### src/rtl/data_mem_arbiter_pkg.sv
// rtl/data_mem_arbiter_pkg.sv - shared types and constants for the data memory arbiter
package data_mem_arbiter_pkg;

    typedef enum logic [1:0] {
        IDLE    = 2'd0,
        OWN_CPU = 2'd1,
        OWN_LDR = 2'd2
    } arb_state_e;

    localparam logic OWNER_CPU = 1'b0;
    localparam logic OWNER_LDR = 1'b1;

    localparam int DEF_ADDR_W    = 8;
    localparam int DEF_DATA_W    = 8;
    localparam int DEF_MAX_BURST = 4;

endpackage

### src/rtl/arb_rr_pick.sv
// rtl/arb_rr_pick.sv - combinational next-owner choice with round-robin ties and burst cap
module arb_rr_pick
    import data_mem_arbiter_pkg::*;
(
    input  arb_state_e state,
    input  logic       req_cpu,
    input  logic       req_ldr,
    input  logic       last_owner,
    input  logic       burst_full,
    output arb_state_e next_state
);

    arb_state_e idle_pick;

    // Free-arbitration choice: a lone requester wins, a tie goes to whoever did not own last.
    // Also used when the owner stops requesting, since its own req is then 0 and cannot tie.
    always_comb begin
        if (req_cpu && req_ldr) begin
            idle_pick = (last_owner == OWNER_CPU) ? OWN_LDR : OWN_CPU;
        end else if (req_cpu) begin
            idle_pick = OWN_CPU;
        end else if (req_ldr) begin
            idle_pick = OWN_LDR;
        end else begin
            idle_pick = IDLE;
        end
    end

    // An active owner keeps the memory unless the other side waits and the burst is used up.
    always_comb begin
        next_state = idle_pick;
        case (state)
            OWN_CPU: if (req_cpu) next_state = (req_ldr && burst_full) ? OWN_LDR : OWN_CPU;
            OWN_LDR: if (req_ldr) next_state = (req_cpu && burst_full) ? OWN_CPU : OWN_LDR;
            default: next_state = idle_pick;
        endcase
    end

endmodule

### src/rtl/data_mem_arbiter.sv
// rtl/data_mem_arbiter.sv - shares the single-port data memory between CPU and loader
module data_mem_arbiter
    import data_mem_arbiter_pkg::*;
#(
    parameter int ADDR_W    = DEF_ADDR_W,
    parameter int DATA_W    = DEF_DATA_W,
    parameter int MAX_BURST = DEF_MAX_BURST
) (
    input  logic              clk,
    input  logic              rst,
    input  logic              cpu_req,
    input  logic              cpu_we,
    input  logic [ADDR_W-1:0] cpu_addr,
    input  logic [DATA_W-1:0] cpu_wdata,
    output logic              cpu_gnt,
    output logic              cpu_done,
    output logic [DATA_W-1:0] cpu_rdata,
    input  logic              ldr_req,
    input  logic              ldr_we,
    input  logic [ADDR_W-1:0] ldr_addr,
    input  logic [DATA_W-1:0] ldr_wdata,
    output logic              ldr_gnt,
    output logic              ldr_done,
    output logic [DATA_W-1:0] ldr_rdata,
    output logic [ADDR_W-1:0] mem_addr,
    output logic [DATA_W-1:0] mem_wdata,
    output logic              mem_rd,
    output logic              mem_wr,
    input  logic [DATA_W-1:0] mem_rdata
);

    localparam int              CNT_W   = $clog2(MAX_BURST + 1);
    localparam logic [CNT_W-1:0] CNT_MAX = CNT_W'(MAX_BURST);

    arb_state_e       state_q, state_d;
    logic             last_owner_q, last_owner_d;
    logic [CNT_W-1:0] cnt_q, cnt_d, cnt_inc;
    logic             cpu_done_q, cpu_done_d;
    logic             ldr_done_q, ldr_done_d;
    logic             rd_q, rd_d;
    logic             cpu_issue, ldr_issue, burst_full;

    arb_rr_pick u_pick (
        .state      (state_q),
        .req_cpu    (cpu_req),
        .req_ldr    (ldr_req),
        .last_owner (last_owner_q),
        .burst_full (burst_full),
        .next_state (state_d)
    );

    // Issue decision and memory mux: only the granted, requesting side reaches the memory.
    always_comb begin
        cpu_issue = (state_q == OWN_CPU) && cpu_req;
        ldr_issue = (state_q == OWN_LDR) && ldr_req;
        mem_addr  = '0;
        mem_wdata = '0;
        mem_rd    = 1'b0;
        mem_wr    = 1'b0;
        if (cpu_issue) begin
            mem_addr  = cpu_addr;
            mem_wdata = cpu_wdata;
            mem_rd    = !cpu_we;
            mem_wr    = cpu_we;
        end else if (ldr_issue) begin
            mem_addr  = ldr_addr;
            mem_wdata = ldr_wdata;
            mem_rd    = !ldr_we;
            mem_wr    = ldr_we;
        end
    end

    // Burst bookkeeping, owner history and the one-cycle completion stage.
    always_comb begin
        cnt_inc    = (cnt_q == CNT_MAX) ? cnt_q : cnt_q + 1'b1;
        burst_full = (cnt_inc == CNT_MAX);

        cnt_d = cnt_q;
        if ((state_d != state_q) && (state_d != IDLE)) begin
            cnt_d = '0;
        end else if (cpu_issue || ldr_issue) begin
            cnt_d = cnt_inc;
        end

        last_owner_d = last_owner_q;
        if ((state_q == OWN_CPU) && (state_d != OWN_CPU)) begin
            last_owner_d = OWNER_CPU;
        end else if ((state_q == OWN_LDR) && (state_d != OWN_LDR)) begin
            last_owner_d = OWNER_LDR;
        end

        cpu_done_d = cpu_issue;
        ldr_done_d = ldr_issue;
        rd_d       = mem_rd;
    end

    // State and pipeline registers; reset hands the first tie to the CPU.
    always_ff @(posedge clk or posedge rst) begin
        if (rst) begin
            state_q      <= IDLE;
            last_owner_q <= OWNER_LDR;
            cnt_q        <= '0;
            cpu_done_q   <= 1'b0;
            ldr_done_q   <= 1'b0;
            rd_q         <= 1'b0;
        end else begin
            state_q      <= state_d;
            last_owner_q <= last_owner_d;
            cnt_q        <= cnt_d;
            cpu_done_q   <= cpu_done_d;
            ldr_done_q   <= ldr_done_d;
            rd_q         <= rd_d;
        end
    end

    // Grants come straight from the state register; read data is steered only on a read completion.
    always_comb begin
        cpu_gnt   = (state_q == OWN_CPU);
        ldr_gnt   = (state_q == OWN_LDR);
        cpu_done  = cpu_done_q;
        ldr_done  = ldr_done_q;
        cpu_rdata = (cpu_done_q && rd_q) ? mem_rdata : '0;
        ldr_rdata = (ldr_done_q && rd_q) ? mem_rdata : '0;
    end

endmodule

### config.mk
export PLATFORM = sky130hd
export DESIGN_NAME = data_mem_arbiter
export DESIGN_NICKNAME = d
export VERILOG_FILES = /design/src/rtl/data_mem_arbiter_pkg.sv /design/src/rtl/arb_rr_pick.sv /design/src/rtl/data_mem_arbiter.sv
export SDC_FILE = /design/constraint.sdc
export NUM_CORES = 1
export LEC_CHECK = 0
export CORE_MARGIN = 3
export CORE_UTILIZATION = 33
export CTS_BUF_LIST = sky130_fd_sc_hd__clkbuf_16
export DETAILED_ROUTE_END_ITERATION = 8
export GPL_TIMING_DRIVEN = 0
export PLACE_DENSITY = 0.83
export SYNTH_ARGS = -nofsm -noshare
export SYNTH_HDL_FRONTEND = slang
export SYNTH_SLANG_ARGS = --single-unit
### constraint.sdc
create_clock -name clk -period 5.7 [get_ports clk]
set_clock_uncertainty 0.15 [all_clocks]
set_input_delay 1.14 -clock clk [delete_from_list [all_inputs] [get_ports clk]]
set_output_delay 1.14 -clock clk [all_outputs]
set_load 0.02 [all_outputs]
==> metrics.txt <==
vias in the first global route=1240; Yosys top cell by area=dfrtp_1; FILL cells=201; WL final=3460 µm; Worst Path Max Fanout=10; Max-slew headroom=70.9%; pwr dens=322 nW/µm²; Core ar.=2520 µm²; routed vias=1226; fmax=200 MHz; Clk Latency, worst-skew pair=0.23 ns; Yosys top cell area share=22.4%; Primary FF master, synth=dfrtp_1; Ys Warns=0; largest net degree at the start of global routing=11; Combinational Power Share=61.5%; io pins=84; layout net count=248; DRC=0; arrival time worst endpoint=3.72 ns; Tmin final=5.01 ns; Pleak=0.000790 µW; DR pass1 iterations=4; ANT cells=0; CTS sink cnt=9; postcts setup bufs=0; Crit Path Category=in -> out; RSZ-0062 raised after global routing=no; CTS tree=yes; combinational family with the most area after synthesis=compound AO/OA/AOI/OAI gates; Slew @ Worst Pin=0.435 ns; Total GRT Usage=21.1%; clock share of power=20.4%; Yosys cell types=35; critical path capture point type=output pin; hold slack final=0.447 ns; peak supply drop=0.293 mV; htree depth=1; Reg power frac=18.2%; register area share after synthesis=25.3%; Post-Place Cells=223; cell row count=18; first-pass GRT wire length=5540 µm; Area growth, synth to finish=106%; WP data required=4.41 ns; status=complete, no violations; Die Area=3370 µm²; endpoints failing setup=0; main area contributors after synthesis=dfrtp_1, a22o_1, and3_1, ha_1, nand2_1; final hold violations=0; cts bufs inserted=3; Detail Route Antenna Nets=0; Syn Area/Cell=8.13 µm²; Final TNS setup=0 ns; sw frac=41.1%; clk slew on worst S/H paths=0.04 ns; initial antenna violation count=0; final worst slack=0.693 ns; post-synthesis sequential element count=9; Finished Layout Cells=227; Max-Cap Viols=0; CTS Buffer Depth=2; Mapped Area=895 µm²; Compound-Gate Fraction of Synth Area=32.3%; Clock Tree Root=clkbuf_16; Initial Util=35.5%; pre-CTS setup slack=0.750 ns; post-synthesis adder-cell area fraction=5.59%; async set or reset register ratio after synthesis=100%; PostCTS Resize Cnt=0; Finished Core Util=73.0%; storage element area=226 µm²; hold buffer count at cts=0; Die Width=58.1 µm; Placer Congestion=0.853; port buffer count=83; crit share post-route=87.8%; simple-gate area share of the yosys netlist=27.4%; Slew Limit Fails=0; Post-synth EDFFs=0; multi-input logic area=614 µm²; Psw=244 µW; Worst setup SP type=input pin; HPWL after detailed placement=2890 µm; Net Count, Synth=160; GR Overflow Total=0; layout cells sized above 1=3.55%; min-delay worst type=reg -> reg; Pint=350 µW; multiplexer area fraction after synthesis=2.38%; Post-Synth XOR/XNOR Area=0.979%; Synth Instances=110; Die Y=58.1 µm; post-DR vias/cell=5.40; drt initial violations=31; wire per inst=15.2 µm
-- cell families (layout without fill, tap and decap cells) --
logic type | count (synthesis) | in the layout
buffers and inverters | 14 | 101
multiplexers | 2 | 2
AO/OA/AOI/OAI | 37 | 37
AND/OR/NAND/NOR | 43 | 43
flip-flops | 9 | 9
XOR/XNOR | 1 | 1
adder cells (fa/ha/maj) | 4 | 4
-- critical path: stages --
cell and delay [ns]:
clkdlybuf4s50_1 0.53, and2_0 0.28, and2_1 0.18, clkbuf_1 0.31, clkbuf_1 0.38, inv_1 0.07
o22ai_1 0.17, clkdlybuf4s50_1 0.65
-- power groups by stage --
stage / registers, µW / logic, µW / clock network, µW
6_report: 108 / 365 / 121
5_1_grt: 111 / 394 / 126
4_1_cts: 107 / 365 / 122
3_5_place_dp: 108 / 361 / 0
3_3_place_gp: 105 / 350 / 0
2_1_floorplan: 105 / 216 / 0
-- worst paths after layout --
check	start	end	slack, ns	depth (start not counted)
worst min register to register	cnt_q[1]	cnt_q[1]	0.45	2
min in group asynchronous	rst	state_q[1]	1.02	2
max in group asynchronous	rst	last_owner_q	4.08	2
worst max register to register	cnt_q[0]	cnt_q[1]	3.08	8
worst min-delay path	cnt_q[1]	cnt_q[1]	0.45	2
worst max-delay path	ldr_req	mem_rd	0.69	8
-- registers in the layout, summed over array words and instances (netlist names) --
signal and count:
cnt_q 3, last_owner_q 1, cpu_done 1, state_q 2, rd_q 1, ldr_done 1
-- cell type report --
cell class	count	area share, %
inverter	8	1.63
multi-input combinational	87	33.4
timing repair buffer	83	45.1
sequential	9	12.3
clock buffer	3	4.08
buffer	6	1.29
clock inverter	1	0.204
tap	30	2.04
-- synthesized netlist by cell type (2+ instances only) --
master,number
a22o_1,17
and3_1,16
nand2_1,9
dfrtp_1,8
inv_1,8
o21ai_0,6
clkbuf_1,4
ha_1,4
nand3_1,4
a21oi_1,3
nor2_1,3
a211oi_1,2
and3b_1,2
nand2b_1,2
nor2b_1,2
-- cells in the final DEF (no fill, tap or decap), types with 2 or more instances in the layout --
cell type,n
clkdlybuf4s50_1,83
a22o_1,17
and3_1,16
inv_1,9
nand2_1,9
dfrtp_1,8
o21ai_0,6
nand3_1,4
clkbuf_1,4
ha_1,4
a21oi_1,3
nor2_1,3
clkbuf_16,3
nand2b_1,2
and3b_1,2
nor2b_1,2
a211oi_1,2
-- per-stage QoR --
stage	cell area, µm²	power, µW
4_1_cts	1840	594
3_5_place_dp	1760	469
2_1_floorplan	895	321
5_1_grt	1840	630
6_report	1840	594
3_3_place_gp	1760	455
-- layer usage --
layer  share of wire [%]  GRT usage (%)  up-vias
met3                 7.5           5.12       13
met5                   0              0        -
met4                 2.5           6.62        0
li1                    -              -      597
met2                  54           40.3       62
met1                  36           22.3      554
Note: power is estimated with default switching activity, not from simulation.
==> edit: new RTL, same flow settings <==
Change the package constant `DEF_MAX_BURST` from 4 to 2.
--- a/src/rtl/data_mem_arbiter_pkg.sv
+++ b/src/rtl/data_mem_arbiter_pkg.sv
@@ -14,3 +14,3 @@
     localparam int DEF_DATA_W    = 8;
-    localparam int DEF_MAX_BURST = 4;
+    localparam int DEF_MAX_BURST = 2;
 
Check against the original RTL: not equivalent (a bounded check fails within 4 cycles, from zero or initial values and one cycle with rst high).
==> edit against the original RTL <==
  * Critical path depth stayed put
  * Global-route usage is 1.1 points higher
  * Synthesized area is 18% lower
  * Worst setup slack better by 0.36 ns
  * Largest cell class unchanged
  * Sequential cell count is 1 lower
  * Routed wire length is 11% lower
  * Highest routed layer unchanged
  * Critical path type unchanged
  * Total power is 2.3% lower
  * Largest power group unchanged
  * Final area is 9.2% lower
==> edit: results (changes against the original RTL) <==
status:
  outcome: "finished clean"
synthesis:
  syn_nets: 134  # -16%
  synth_cell_types: 27  # -23%
  ys_top_cells_by_area: "dfrtp_1 (24%), a22o_1 (20%), and3_1 (14%)"
  yosysSeqAreaShare_pct: 27.6  # +2.3 points
  synthTopCellsByCount: "a22o_1 (17), and3_1 (16), dfrtp_1 (7), inv_1 (7), nor2_1 (4)"
timing:
  fin_hold_ws_ns: 0.397  # -0.0499 ns
  fmax_mhz: 215  # +7.7%
  max_slew_margin_pct: 72.4  # +1.5 points
layout:
  fillerInstances: 143  # -29%
  drive_above_1_share_pct: 4.07  # +0.52 points
  top_regs: "cnt_q x2, state_q x2"
  finalNetCount: 222  # -10%
worst_hold_path:
  worstHoldStart: "last_owner_q"
placed_design:
  dp_hpwl_um: 2450  # -15%
  dpl_worst_slack_ns: 1.09  # +0.337 ns
  gp_congestion: 0.768  # -10%
global_routing:
  use_met3_pct: 4.23  # -0.90 points
  grt.total_usage_pct: 22.2  # +1.1 points
  grt_pass1_wl_um: 4640  # -16%
setup_path:
  crit_arrival_ns: 3.36  # -0.36 ns
  reg2reg_slack_ns: 3.66  # +0.58 ns
power:
  power_leakage_nw: 0.736  # -6.8%
  power.internal_mw: 0.348  # -0.61%
  ir_drop_v: 0.000413  # +41%
detailed_routing:
  routed_wl_um: 3090  # -11%
  drtIter0Drc: 13  # -58%
==> edit: per-layer routing <==
metal / part of all wire, % / vias up
met5: 0 / -
met4: 0.81 / 0
met3: 10 / 4
met2: 54 / 61
met1: 35 / 466
li1: - / 499
==> edit: final timing paths <==
| path | to | depth (start not counted) |
|---|---|---|
| min in group asynchronous | state_q[1] | 2 |
| max in group asynchronous | last_owner_q | 2 |
| max | mem_rd | 8 |
| max reg2reg | cnt_q[1] | 7 |
| min reg2reg | last_owner_q | 2 |
| min | last_owner_q | 2 |
==> edit: area by class of cell <==
type	count	area share [%]
multi-input cells	65	28.7
plain buffers	4	1.05
clock buffers	3	4.49
clock inverters	1	0.224
flip-flops and latches	8	12.0
well taps	27	2.02
repair buffers	83	49.7
inverters	8	1.80
==> edit: power by group through the flow <==
| stage | combinational, mW | sequential (mW) | clock, mW |
|---|---|---|---|
| after floorplan | 0.211 | 0.0979 | 0 |
| after CTS | 0.360 | 0.0997 | 0.121 |
| after global routing | 0.391 | 0.103 | 0.125 |
| final | 0.360 | 0.100 | 0.120 |
| after global placement | 0.345 | 0.0981 | 0 |
| after detailed placement | 0.356 | 0.0995 | 0 |
==> edit: kinds of logic (layout without fill, tap and decap cells) <==
group | after synthesis | count (layout) | synth area share [%]
muxes | 2 | 2 | 2.74
AOI/OAI and AO/OA | 30 | 30 | 34.3
DFF | 8 | 8 | 27.6
adders and majority gates | 3 | 3 | 5.15
buffers and inverters | 12 | 99 | 6.52
and+or+nand+nor | 30 | 30 | 23.7
==> edit: stage by stage <==
step | area, µm² | util (%) | std cells
after detailed placement | 1590 | 78.8 | 195
after global placement | 1590 | 78.8 | 195
after global routing | 1670 | 82.7 | 199
final | 1670 | 82.7 | 199
after floorplan | 729 | - | 85
after CTS | 1670 | 82.7 | 199
